File: src/rtl/uart_boot_loader_if.sv
`default_nettype none
// uart_boot_loader_if: UART byte stream in, single-entry RAM write port and boot status out.
// master = boot loader side, slave = UART receiver / interconnect / SoC side.
interface uart_boot_loader_if;
  logic        rx_valid;
  logic [7:0]  rx_data;
  logic        mem_req;
  logic        mem_gnt;
  logic [31:0] mem_addr;
  logic [31:0] mem_wdata;
  logic [3:0]  mem_wstrb;
  logic        cpu_reset;
  logic [31:0] boot_addr;
  logic        boot_done;
  logic        boot_err;

  modport master (
    input  rx_valid, rx_data, mem_gnt,
    output mem_req, mem_addr, mem_wdata, mem_wstrb,
    output cpu_reset, boot_addr, boot_done, boot_err
  );

  modport slave (
    output rx_valid, rx_data, mem_gnt,
    input  mem_req, mem_addr, mem_wdata, mem_wstrb,
    input  cpu_reset, boot_addr, boot_done, boot_err
  );
endinterface
`default_nettype wire

File: src/rtl/uart_boot_loader.sv
`default_nettype none
// uart_boot_loader: loads a LEN/ADDR-headed image from the UART byte stream into RAM, then releases the CPU.
// BOOT_LOADER_CHECKSUM_EN adds a trailing XOR checksum byte after the image data.
module uart_boot_loader #(
  parameter logic [31:0] RESET_ADDR = 32'h0001_0000
) (
  input  logic               g_clk,
  input  logic               g_reset,
  uart_boot_loader_if.master bus
);
  localparam logic [2:0] S_LEN   = 3'd0;
  localparam logic [2:0] S_ADDR  = 3'd1;
  localparam logic [2:0] S_DATA  = 3'd2;
  localparam logic [2:0] S_FLUSH = 3'd4;
  localparam logic [2:0] S_DONE  = 3'd5;
`ifdef BOOT_LOADER_CHECKSUM_EN
  localparam logic [2:0] S_CSUM  = 3'd3;
  localparam logic [2:0] S_TAIL  = S_CSUM;
`else
  localparam logic [2:0] S_TAIL  = S_FLUSH;
`endif

  logic [2:0]  state;
  logic [1:0]  hdr_cnt;
  logic [31:0] len;
  logic [31:0] hdr_addr;
  logic [31:0] remaining;
  logic [31:0] wr_addr;
  logic [31:0] asm_data;
  logic [3:0]  asm_strb;
  logic [1:0]  byte_idx;
`ifdef BOOT_LOADER_CHECKSUM_EN
  logic [7:0]  csum;
`endif

  logic [31:0] addr_next;
  logic [31:0] word_next;
  logic [3:0]  strb_next;
  logic        word_full;
  logic        slot_free;
  logic        granted;

  always_comb begin
    addr_next = {hdr_addr[23:0], bus.rx_data};
    word_next = asm_data;
    word_next[{byte_idx, 3'b000} +: 8] = bus.rx_data;
    strb_next = asm_strb | (4'b0001 << byte_idx);
    word_full = (byte_idx == 2'd3) || (remaining == 32'd1);
    granted   = bus.mem_req && bus.mem_gnt;
    // A grant this cycle frees the slot, so a word completing now can take it.
    slot_free = !bus.mem_req || bus.mem_gnt;
  end

  always_ff @(posedge g_clk or posedge g_reset) begin
    if (g_reset) begin
      state         <= S_LEN;
      hdr_cnt       <= 2'd0;
      len           <= 32'd0;
      hdr_addr      <= 32'd0;
      remaining     <= 32'd0;
      wr_addr       <= 32'd0;
      asm_data      <= 32'd0;
      asm_strb      <= 4'd0;
      byte_idx      <= 2'd0;
`ifdef BOOT_LOADER_CHECKSUM_EN
      csum          <= 8'd0;
`endif
      bus.mem_req   <= 1'b0;
      bus.mem_addr  <= 32'd0;
      bus.mem_wdata <= 32'd0;
      bus.mem_wstrb <= 4'd0;
      bus.cpu_reset <= 1'b1;
      bus.boot_addr <= 32'd0;
      bus.boot_done <= 1'b0;
      bus.boot_err  <= 1'b0;
    end else begin
      if (granted) bus.mem_req <= 1'b0;
      case (state)
        S_LEN: if (bus.rx_valid) begin
          len     <= {len[23:0], bus.rx_data};
          hdr_cnt <= hdr_cnt + 2'd1;
          if (hdr_cnt == 2'd3) state <= S_ADDR;
        end
        S_ADDR: if (bus.rx_valid) begin
          hdr_addr <= addr_next;
          hdr_cnt  <= hdr_cnt + 2'd1;
          if (hdr_cnt == 2'd3) begin
            if (addr_next[1:0] != 2'b00) bus.boot_err <= 1'b1;
            hdr_addr  <= {addr_next[31:2], 2'b00};
            wr_addr   <= {addr_next[31:2], 2'b00};
            remaining <= len;
            byte_idx  <= 2'd0;
            asm_data  <= 32'd0;
            asm_strb  <= 4'd0;
`ifdef BOOT_LOADER_CHECKSUM_EN
            csum      <= 8'd0;
`endif
            state     <= (len == 32'd0) ? S_TAIL : S_DATA;
          end
        end
        S_DATA: if (bus.rx_valid) begin
          remaining <= remaining - 32'd1;
          byte_idx  <= byte_idx + 2'd1;
`ifdef BOOT_LOADER_CHECKSUM_EN
          csum      <= csum ^ bus.rx_data;
`endif
          if (word_full) begin
            asm_data <= 32'd0;
            asm_strb <= 4'd0;
            wr_addr  <= wr_addr + 32'd4;
            if (slot_free) begin
              bus.mem_req   <= 1'b1;
              bus.mem_addr  <= wr_addr;
              bus.mem_wdata <= word_next;
              bus.mem_wstrb <= strb_next;
            end else begin
              bus.boot_err  <= 1'b1;
            end
          end else begin
            asm_data <= word_next;
            asm_strb <= strb_next;
          end
          if (remaining == 32'd1) state <= S_TAIL;
        end
`ifdef BOOT_LOADER_CHECKSUM_EN
        S_CSUM: if (bus.rx_valid) begin
          if (bus.rx_data != csum) bus.boot_err <= 1'b1;
          state <= S_FLUSH;
        end
`endif
        S_FLUSH: if (slot_free) begin
          state         <= S_DONE;
          bus.cpu_reset <= 1'b0;
          bus.boot_done <= 1'b1;
          bus.boot_addr <= (len == 32'd0) ? RESET_ADDR : hdr_addr;
        end
        S_DONE: ;
        default: state <= S_LEN;
      endcase
    end
  end
endmodule
`default_nettype wire

File: src/flat_wrapper.sv
// flat-port wrapper written by rule: the top's interface ports become plain ports
module uart_boot_loader_flat 
#(
  parameter logic [31:0] RESET_ADDR = 32'h0001_0000
)
  (g_clk, g_reset, bus_rx_valid, bus_rx_data, bus_mem_gnt, bus_mem_req, bus_mem_addr, bus_mem_wdata, bus_mem_wstrb, bus_cpu_reset, bus_boot_addr, bus_boot_done, bus_boot_err);
  uart_boot_loader_if bus_i ();
  input  logic g_clk;
  input  logic g_reset;
  input wire logic [$bits(bus_i.rx_valid)-1:0] bus_rx_valid;
  input wire logic [$bits(bus_i.rx_data)-1:0] bus_rx_data;
  input wire logic [$bits(bus_i.mem_gnt)-1:0] bus_mem_gnt;
  output wire logic [$bits(bus_i.mem_req)-1:0] bus_mem_req;
  output wire logic [$bits(bus_i.mem_addr)-1:0] bus_mem_addr;
  output wire logic [$bits(bus_i.mem_wdata)-1:0] bus_mem_wdata;
  output wire logic [$bits(bus_i.mem_wstrb)-1:0] bus_mem_wstrb;
  output wire logic [$bits(bus_i.cpu_reset)-1:0] bus_cpu_reset;
  output wire logic [$bits(bus_i.boot_addr)-1:0] bus_boot_addr;
  output wire logic [$bits(bus_i.boot_done)-1:0] bus_boot_done;
  output wire logic [$bits(bus_i.boot_err)-1:0] bus_boot_err;
  assign bus_i.rx_valid = bus_rx_valid;
  assign bus_i.rx_data = bus_rx_data;
  assign bus_i.mem_gnt = bus_mem_gnt;
  assign bus_mem_req = bus_i.mem_req;
  assign bus_mem_addr = bus_i.mem_addr;
  assign bus_mem_wdata = bus_i.mem_wdata;
  assign bus_mem_wstrb = bus_i.mem_wstrb;
  assign bus_cpu_reset = bus_i.cpu_reset;
  assign bus_boot_addr = bus_i.boot_addr;
  assign bus_boot_done = bus_i.boot_done;
  assign bus_boot_err = bus_i.boot_err;
  uart_boot_loader #(.RESET_ADDR(RESET_ADDR)) u_core (.g_clk(g_clk), .g_reset(g_reset), .bus(bus_i));
endmodule
File: config.mk
export PLATFORM = sky130hd
export DESIGN_NAME = uart_boot_loader_flat
export DESIGN_NICKNAME = d
export VERILOG_FILES = /design/src/rtl/uart_boot_loader_if.sv /design/src/rtl/uart_boot_loader.sv /design/src/flat_wrapper.sv
export SDC_FILE = /design/constraint.sdc
export NUM_CORES = 1
export LEC_CHECK = 0
export CORE_ASPECT_RATIO = 0.7
export CORE_MARGIN = 5
export CORE_UTILIZATION = 29
export DETAILED_ROUTE_END_ITERATION = 8
export PLACE_DENSITY_LB_ADDON = 0.1
export SYNTH_ARGS = -nofsm -noshare
export SYNTH_HDL_FRONTEND = slang
export SYNTH_SLANG_ARGS = --single-unit
File: constraint.sdc
create_clock -name g_clk -period 14.3 [get_ports g_clk]
set_clock_uncertainty 0.1 [all_clocks]
set_input_delay 3.575 -clock g_clk [delete_from_list [all_inputs] [get_ports g_clk]]
set_output_delay 3.575 -clock g_clk [all_outputs]
set_load 0.02 [all_outputs]
==> impl_metrics.tcl, run 1 <==
set metrics [dict create \
    ys_seq_area_share_pct 52.8 \
    worstMarginPinSlew_ns 1.08 \
    critPathMaxFanout 46 \
    drt_iter0_markers 696 \
    p_sw_share_pct 30.3 \
    synth_largest_area_cell "dfrtp_1" \
    cp.required_ns 14.60 \
    fmax_mhz 161 \
    track_usage_pct 15.9 \
    path_common_cell "buf_4" \
    intPower_mw 1.47 \
    rr_startpoint "u_core.remaining[2]" \
    antenna_cells 0 \
    htree_num_levels 1 \
    synth_area_leaders "dfrtp_1 (53%), mux2_2 (7.7%), a22o_1 (4.5%)" \
    crit_path_end_kind "register" \
    synthDominantCellAreaShare_pct 52.6 \
    hp-start "u_core.hdr_addr[30]" \
    pre_cts_slack_ns 7.39 \
    wl_mm 39.1 \
    yosys-top-cells-count "dfrtp_1 (270), mux2_2 (88), nand2_1 (81), o21ai_0 (67), a22o_1 (66)" \
    clk_path_buf_depth 3 \
    max_stage_delay_ns 0.91 \
    drv_slew 0 \
    cts-hold-fix-buffers 0 \
    synth-seq-cells 271 \
    relSlewSlack_pct 26.7 \
    dieArea_sq_um 48700 \
    core_area_sq_um 43700 \
    vias 9400 \
    grt_max_degree 134 \
    drtAntennaViolNets 0 \
    setup.worst_path.start_class "input port" \
    grt_pass1_wl_mm 61.0 \
    r2r_slack_ns 10.68 \
    setup_tns_ns 0 \
    vdd.ir_drop.worst_mv 0.0869 \
    finalCriticalPeriod_ns 6.20 \
    yosysWarningCount 0 \
    placed_cell_area_sq_um 14500 \
    nFillCells 4392 \
    fin_cells 1833 \
    drc 0 \
    seqPwrFrac_pct 44.0 \
    cts-root-buf "clkbuf_16" \
    crit_family "buffers and inverters" \
    holdWs_ns 0.381 \
    async_flop_share_pct 100 \
    cts_setup_buffers 0 \
    setup_ws_ns 8.10 \
    grt_pass1_vias 9356 \
    arrival_ns 6.50 \
    start_util_pct 29.4 \
    clock_sinks 271 \
    final_util_pct 35.4 \
    maxCapViolCount 0 \
    power-per-cell-area_nw_per_um2 136 \
    wl_per_cell_microns 21.3 \
    r2r-end "u_core.bus.mem_wdata[26]" \
    gp_congestion 0.788 \
    p_leak_nw 6.64 \
    finalSetupViolations 0 \
    dp_cells 1777 \
    io_pins 116 \
    min_path_cells 1 \
    insertion_delay_ns 0.58 \
    cp-startpoint "bus_rx_valid" \
    design_area_sq_um 15500 \
    rows 64 \
    critPathSlowestCell "nor2_2" \
    syn_avg_cell_area_sq_um 11.3 \
    final_layout_size_suffix_gt1_share_pct 17.3 \
    reg2regPathDepth 6 \
    pwr-share-clk_pct 36.9 \
    netlist_area_sq_um 12900 \
    cts_tree "yes" \
    yosysMostFrequentCell "dfrtp_1" \
    drt_first_pass_iters 5 \
    rsz0062_at_grt "no" \
    final_hold_viol_count 0 \
    grt-ovfl-total 0 \
    holdPathEnd "u_core.bus.boot_addr[30]" \
    port_buffers 113 \
    p_comb_share_pct 19.1 \
    numCtsBuffers 30 \
    yosysUniqueCellTypes 79 \
    clk_pin_slew_ns 0.06 \
    syn_to_final_growth_pct 20.3 \
    synth_edf_count 0 \
    postCtsResizedCells 0 \
    worstPathCellList "clkdlybuf4s50_1 -> nor4bb_4 -> buf_4 -> a21oi_4 -> buf_4 -> nor2_2 -> a31oi_1" \
    switchingPower_uw 638 \
    die_h_microns 186 \
    vias_per_cell 5.13 \
    period_share_pct 43.3 \
    nets 1239 \
    synth_cells 1135 \
    total_power_mw 2.11 \
    yosys_most_used_dff "dfrtp_1" \
    post-dp-hpwl_mm 25.4 \
    critPathBufInv 3 \
    critPathKind "input port to register" \
    antenna_found_initial 0 \
    die_w_microns 262 \
    status "complete, no violations" \
    hp-class "register to register" \
]
[cells by family after synthesis]
family / after synthesis / share of synthesized area [%]
adder cells (fa/ha/maj): 12 / 1.17
buffers and inverters: 135 / 4.87
AND/OR/NAND/NOR: 279 / 12.1
XOR/XNOR: 1 / 0.0681
flip-flops: 271 / 52.8
other: 1 / 0.0292
AO/OA/AOI/OAI: 307 / 16.9
multiplexers: 129 / 12.1
[cells in the final DEF (no fill, tap or decap), types with 10 or more instances in the layout]
cell type	Yosys	final
mux2_2	88	88
a31oi_1	15	15
clkdlybuf4s50_1	0	113
inv_1	51	50
buf_4	5	18
a22o_1	66	66
nand2_1	81	81
o21ai_0	67	67
mux2_4	30	30
nor3_1	19	18
dfrtp_1	270	270
nor2_1	44	43
o22ai_1	14	14
clkbuf_1	64	12
a21oi_1	45	44
nand3_1	26	26
a2bb2oi_1	11	11
clkbuf_16	0	30
nor4_1	20	20
nand4_1	16	16
nor3_2	9	10
ha_1	12	12
[sequential cells by signal, indices dropped and copies added (netlist names), 3 cells and up]
register / flops
u_core.asm_data: 32
u_core.asm_strb: 4
u_core.hdr_addr: 32
u_core.len: 32
u_core.bus.mem_wdata: 32
u_core.state: 3
u_core.bus.mem_addr: 30
u_core.bus.boot_addr: 32
u_core.bus.mem_wstrb: 4
u_core.wr_addr: 30
u_core.remaining: 32
[cell type report]
| type | instances | area (sq um) | area share [%] |
|---|---|---|---|
| Sequential cell | 271 | 6780 | 43.8 |
| Multi-Input combinational cell | 730 | 5500 | 35.5 |
| Timing Repair Buffer | 131 | 1270 | 8.19 |
| Clock buffer | 51 | 920 | 5.95 |
| Tap cell | 594 | 743 | 4.80 |
| Inverter | 51 | 199 | 1.29 |
| Clock inverter | 5 | 61.3 | 0.396 |
[worst reg2reg max path, delay by kind of cell (launching register included)]
family	cells	cell delay [ns]
and+or+nand+nor	3	1.39
buffers and inverters	1	0.76
muxes	1	0.49
DFF	1	0.44
AOI/OAI and AO/OA	1	0.34
[worst max path at each step]
stage                          to  slack [ns]  cells after the start
4_1_cts         u_core.wr_addr[3]        8.01                      7
3_3_place_gp    u_core.wr_addr[3]        7.41                      7
2_1_floorplan  u_core.asm_data[0]        3.16                      1
5_1_grt         u_core.wr_addr[3]        7.81                      7
3_5_place_dp    u_core.wr_addr[3]        7.39                      7
6_report        u_core.wr_addr[3]        8.10                      7
[per-layer routing]
metal  vias up  track usage [%]  wire, microns
met5         -                0              0
met4         0             2.71            580
met3        39             2.82           1950
met2       198             22.5          16200
met1      4799             25.6          20300
li1       4364                -              -
[power groups by stage]
stage	Sequential [mW]	Combinational [mW]	Clock, mW
floorplan	0.961	0.223	0
global placement	0.942	0.404	0
detailed placement	0.940	0.409	0
CTS	0.928	0.409	0.804
global route	0.939	0.441	0.837
finish	0.928	0.402	0.777
No activity file was read; power rests on OpenSTA's default activity.
==> run 2: changes to the inputs <==
clock period = 5.3 ns   (was 14.3 ns; I/O delays follow)
==> impl_metrics.tcl, run 2 (same netlist as run 1, synthesis figures left out) <==
set metrics [dict create \
    clk_path_buf_depth 3 \
    insertion_delay_ns 0.57 \
    nets 1241 \
    cts-hold-fix-buffers 0 \
    critPathKind "input port to register" \
    grt_max_degree 89 \
    p_sw_share_pct 30.7 \
    crit_path_end_kind "register" \
    critPathMaxFanout 26 \
    cp.required_ns 5.60 \
    postCtsResizedCells 0 \
    drtAntennaViolNets 0 \
    worstMarginPinSlew_ns 1.16 \
    clk_pin_slew_ns 0.06 \
    gp_congestion 0.800 \
    drv_slew 0 \
    seqPwrFrac_pct 44.3 \
    grt-ovfl-total 0 \
    pre_cts_slack_ns 1.20 \
    min_path_cells 1 \
    met3_length_mm 1.70 \
    numCtsBuffers 30 \
    wl_per_cell_microns 21.1 \
    port_buffers 113 \
    p_leak_nw 6.65 \
    switchingPower_mw 1.74 \
    wl_met2_mm 16.0 \
    hp-class "register to register" \
    reg2regPathDepth 6 \
    drt_iter0_markers 745 \
    core_area_sq_um 43700 \
    final_hold_viol_count 0 \
    arrival_ns 3.80 \
    dieArea_sq_um 48700 \
    relSlewSlack_pct 22.6 \
    vdd.ir_drop.worst_mv 0.229 \
    die_w_microns 262 \
    vias 9467 \
    met1_length_mm 20.4 \
    pwr-share-clk_pct 36.4 \
    grt_pass1_vias 9295 \
    fmax_mhz 285 \
    maxCapViolCount 0 \
    post-dp-hpwl_mm 26.0 \
    io_pins 116 \
    cts_tree "yes" \
    mostFrequentLayoutCells "dfrtp_1 (270), clkdlybuf4s50_1 (113), mux2_2 (88)" \
    htree_num_levels 1 \
    drt_first_pass_iters 5 \
    rsz0062_at_grt "no" \
    syn_to_final_growth_pct 20.8 \
    vias_per_cell 5.16 \
    power-per-cell-area_nw_per_um2 365 \
    finalCriticalPeriod_ns 3.50 \
    wl_mm 38.8 \
    grt_pass1_wl_mm 60.6 \
    p_comb_share_pct 19.3 \
    cts_setup_buffers 0 \
    drc 0 \
    final_layout_size_suffix_gt1_share_pct 18.1 \
    die_h_microns 186 \
    final_common_cell "dfrtp_1" \
    start_util_pct 29.4 \
    period_share_pct 66.1 \
    status "complete, no violations" \
    antenna_found_initial 0 \
    clock_sinks 271 \
    setup_tns_ns 0 \
    route.top_layer_used "met4" \
    setup_ws_ns 1.80 \
    intPower_mw 3.92 \
    setup.worst_path.start_class "input port" \
    finalSetupViolations 0 \
    rows 64 \
    track_usage_pct 15.7 \
    cts-root-buf "clkbuf_16" \
]
run 2: worst max-delay path: stages:
cell,delay (ns)
clkdlybuf4s50_1,0.59
nor4bb_4,0.44
a21oi_4,0.29
nor2_2,0.98
a31oi_1,0.16
run 2: metrics by stage:
step                utilization [%]  std cells  cell area (sq um)  total power, mW  hold WS (ns)
floorplan                         -       1136              12900             3.19         0.348
global placement               33.3       1779              14600             3.64         0.356
detailed placement             33.3       1779              14600             3.65         0.364
CTS                            35.5       1834              15500             5.76         0.383
global route                   35.5       1834              15500             5.94         0.401
finish                         35.5       1835              15500             5.66         0.379
run 2: final cells by class:
class                           count  area (sq um)
Clock buffer                       41           852
Inverter                           51           195
Multi-Input combinational cell    730          5510
Sequential cell                   271          6780
Fill cell                        4427         28200
Timing Repair Buffer              133          1320
Tap cell                          594           743
Clock inverter                     14           120
Antenna cell                        1          2.50
run 2: layer usage:
| layer | vias up | track usage (%) |
|---|---|---|
| met5 | - | 0 |
| met4 | 0 | 2.96 |
| li1 | 4375 | - |
| met1 | 4852 | 25.2 |
| met3 | 37 | 2.23 |
| met2 | 203 | 22.4 |
run 2: path summary, 6_finish.rpt:
path,slack (ns),startpoint,to
worst min-delay path,0.38,u_core.bus.boot_done,u_core.bus.boot_done
min in group asynchronous,0.92,g_reset,u_core.asm_data[3]
worst max register to register,1.90,u_core.remaining[2],u_core.bus.mem_wdata[26]
worst min register to register,0.38,u_core.bus.boot_done,u_core.bus.boot_done
worst max-delay path,1.80,bus_rx_valid,u_core.wr_addr[3]
max in group asynchronous,3.01,g_reset,u_core.wr_addr[19]
run 2: power by group through the flow:
stage / registers [mW] / clock network (mW) / logic (mW)
global placement: 2.54 / 0 / 1.10
CTS: 2.51 / 2.14 / 1.11
detailed placement: 2.54 / 0 / 1.11
finish: 2.51 / 2.06 / 1.10
floorplan: 2.59 / 0 / 0.601
global route: 2.54 / 2.21 / 1.19
==> run 3: changes to the inputs <==
clock period = 3.7 ns   (was 5.3 ns; I/O delays follow)
==> impl_metrics.tcl, run 3 (same netlist as run 1, synthesis figures left out) <==
set metrics [dict create \
    status "complete, no violations" \
    arrival_ns 3.26 \
    finalCriticalPeriod_ns 2.90 \
    p_comb_share_pct 19.2 \
    io_pins 116 \
    grt_max_degree 77 \
    worstMarginPinSlew_ns 0.828 \
    relSlewSlack_pct 44.4 \
    grt_pass1_vias 9560 \
    seqPwrFrac_pct 42.7 \
    track_usage_pct 16.1 \
    clk_path_buf_depth 3 \
    drc 0 \
    crit_end "u_core.bus.mem_wdata[12]" \
    mostFrequentLayoutCells "dfrtp_1 (270), clkdlybuf4s50_1 (113), mux2_2 (88)" \
    vias 9484 \
    drtAntennaViolNets 0 \
    insertion_delay_ns 0.59 \
    use_met2_pct 22.6 \
    nets 1268 \
    cp.required_ns 4.06 \
    antenna_cells 0 \
    hp-class "register to register" \
    die_w_microns 262 \
    reg2regPathDepth 6 \
    wl_mm 39.4 \
    postCtsResizedCells 0 \
    cts_setup_buffers 0 \
    intPower_mw 5.88 \
    start_util_pct 29.4 \
    critPathMaxFanout 16 \
    cp-startpoint "u_core.remaining[10]" \
    p_sw_share_pct 30.0 \
    numCtsBuffers 30 \
    critPathKind "register to register" \
    cts-root-buf "clkbuf_16" \
    syn_to_final_growth_pct 23.3 \
    clock_sinks 271 \
    core_area_sq_um 43700 \
    switchingPower_mw 2.52 \
    rows 64 \
    grt-ovfl-total 0 \
    fmax_mhz 344 \
    grt_use_met3_pct 2.42 \
    final_hold_viol_count 0 \
    vdd.ir_drop.worst_mv 0.346 \
    post-dp-hpwl_mm 27.1 \
    wl_per_cell_microns 21.2 \
    setup_tns_ns 0 \
    r2r-end "u_core.bus.mem_wdata[12]" \
    cts_tree "yes" \
    htree_num_levels 1 \
    period_share_pct 78.5 \
    port_buffers 113 \
    dieArea_sq_um 48700 \
    nFillCells 4359 \
    crit_path_end_kind "register" \
    total_power_mw 8.39 \
    holdWs_ns 0.367 \
    drt_first_pass_iters 5 \
    drt_iter0_markers 713 \
    rr_startpoint "u_core.remaining[10]" \
    setup.worst_path.start_class "register" \
    gp_congestion 0.812 \
    die_h_microns 186 \
    power-per-cell-area_nw_per_um2 530 \
    antenna_found_initial 0 \
    vias_per_cell 5.09 \
    busiest_layer "met1" \
    r2r_slack_ns 0.80 \
    pwr-share-clk_pct 38.1 \
    rsz0062_at_grt "no" \
    met1_usage_pct 26.0 \
    finalSetupViolations 0 \
    grt_pass1_wl_mm 61.8 \
    hp-start "u_core.bus.boot_done" \
    maxCapViolCount 0 \
    p_leak_nw 6.83 \
    final_common_cell "dfrtp_1" \
    clk_pin_slew_ns 0.06 \
    cts-hold-fix-buffers 0 \
    drv_slew 0 \
    final_layout_size_suffix_gt1_share_pct 19.2 \
]
## run 3: stage by stage
| stage | std cells | util (%) | setup slack, ns | area (sq um) |
|---|---|---|---|---|
| global placement | 1806 | 33.8 | 0.452 | 14800 |
| CTS | 1862 | 36.2 | 0.766 | 15800 |
| floorplan | 1136 | - | -0.906 | 12900 |
| finish | 1862 | 36.2 | 0.795 | 15800 |
| detailed placement | 1806 | 33.8 | 0.394 | 14800 |
| global route | 1862 | 36.2 | 0.607 | 15800 |
## run 3: worst max-delay path: stages (launching register included)
cell     delay, ns
dfrtp_1       0.48
nor4_4        0.50
nand4_4       0.28
nor3_4        0.37
o211a_4       0.42
buf_4         0.27
mux2_2        0.35
## run 3: layout make-up
type	count	area, sq um	area share (%)
clock buffer	46	871	5.50
clock inverter	10	178	1.12
inverter	51	195	1.23
multi-input combinational	730	5490	34.7
sequential	271	6780	42.8
tap	594	743	4.69
timing repair buffer	160	1580	10.0
## run 3: routing by layer
metal | wire, microns | vias up
met5 | 0 | -
met4 | 774 | 0
met3 | 1740 | 54
met2 | 16100 | 218
met1 | 20800 | 4791
li1 | - | 4421
## run 3: how the worst min path moves through the flow
| stage | depth (start not counted) | endpoint | slack [ns] |
|---|---|---|---|
| 3_3_place_gp | 1 | u_core.bus.boot_done | 0.36 |
| 4_1_cts | 1 | u_core.bus.boot_addr[30] | 0.37 |
| 2_1_floorplan | 1 | u_core.hdr_cnt[0] | 0.35 |
| 3_5_place_dp | 1 | u_core.bus.boot_done | 0.35 |
| 5_1_grt | 1 | u_core.bus.boot_addr[30] | 0.39 |
| 6_report | 1 | u_core.bus.boot_done | 0.37 |
## run 3: power by group through the flow
stage                     registers, mW  clock network, mW  logic, mW
after floorplan                    3.72                  0      0.861
after global placement             3.64                  0       1.62
after detailed placement           3.64                  0       1.63
after CTS                          3.59               3.29       1.63
after global routing               3.63               3.43       1.76
final                              3.59               3.20       1.61
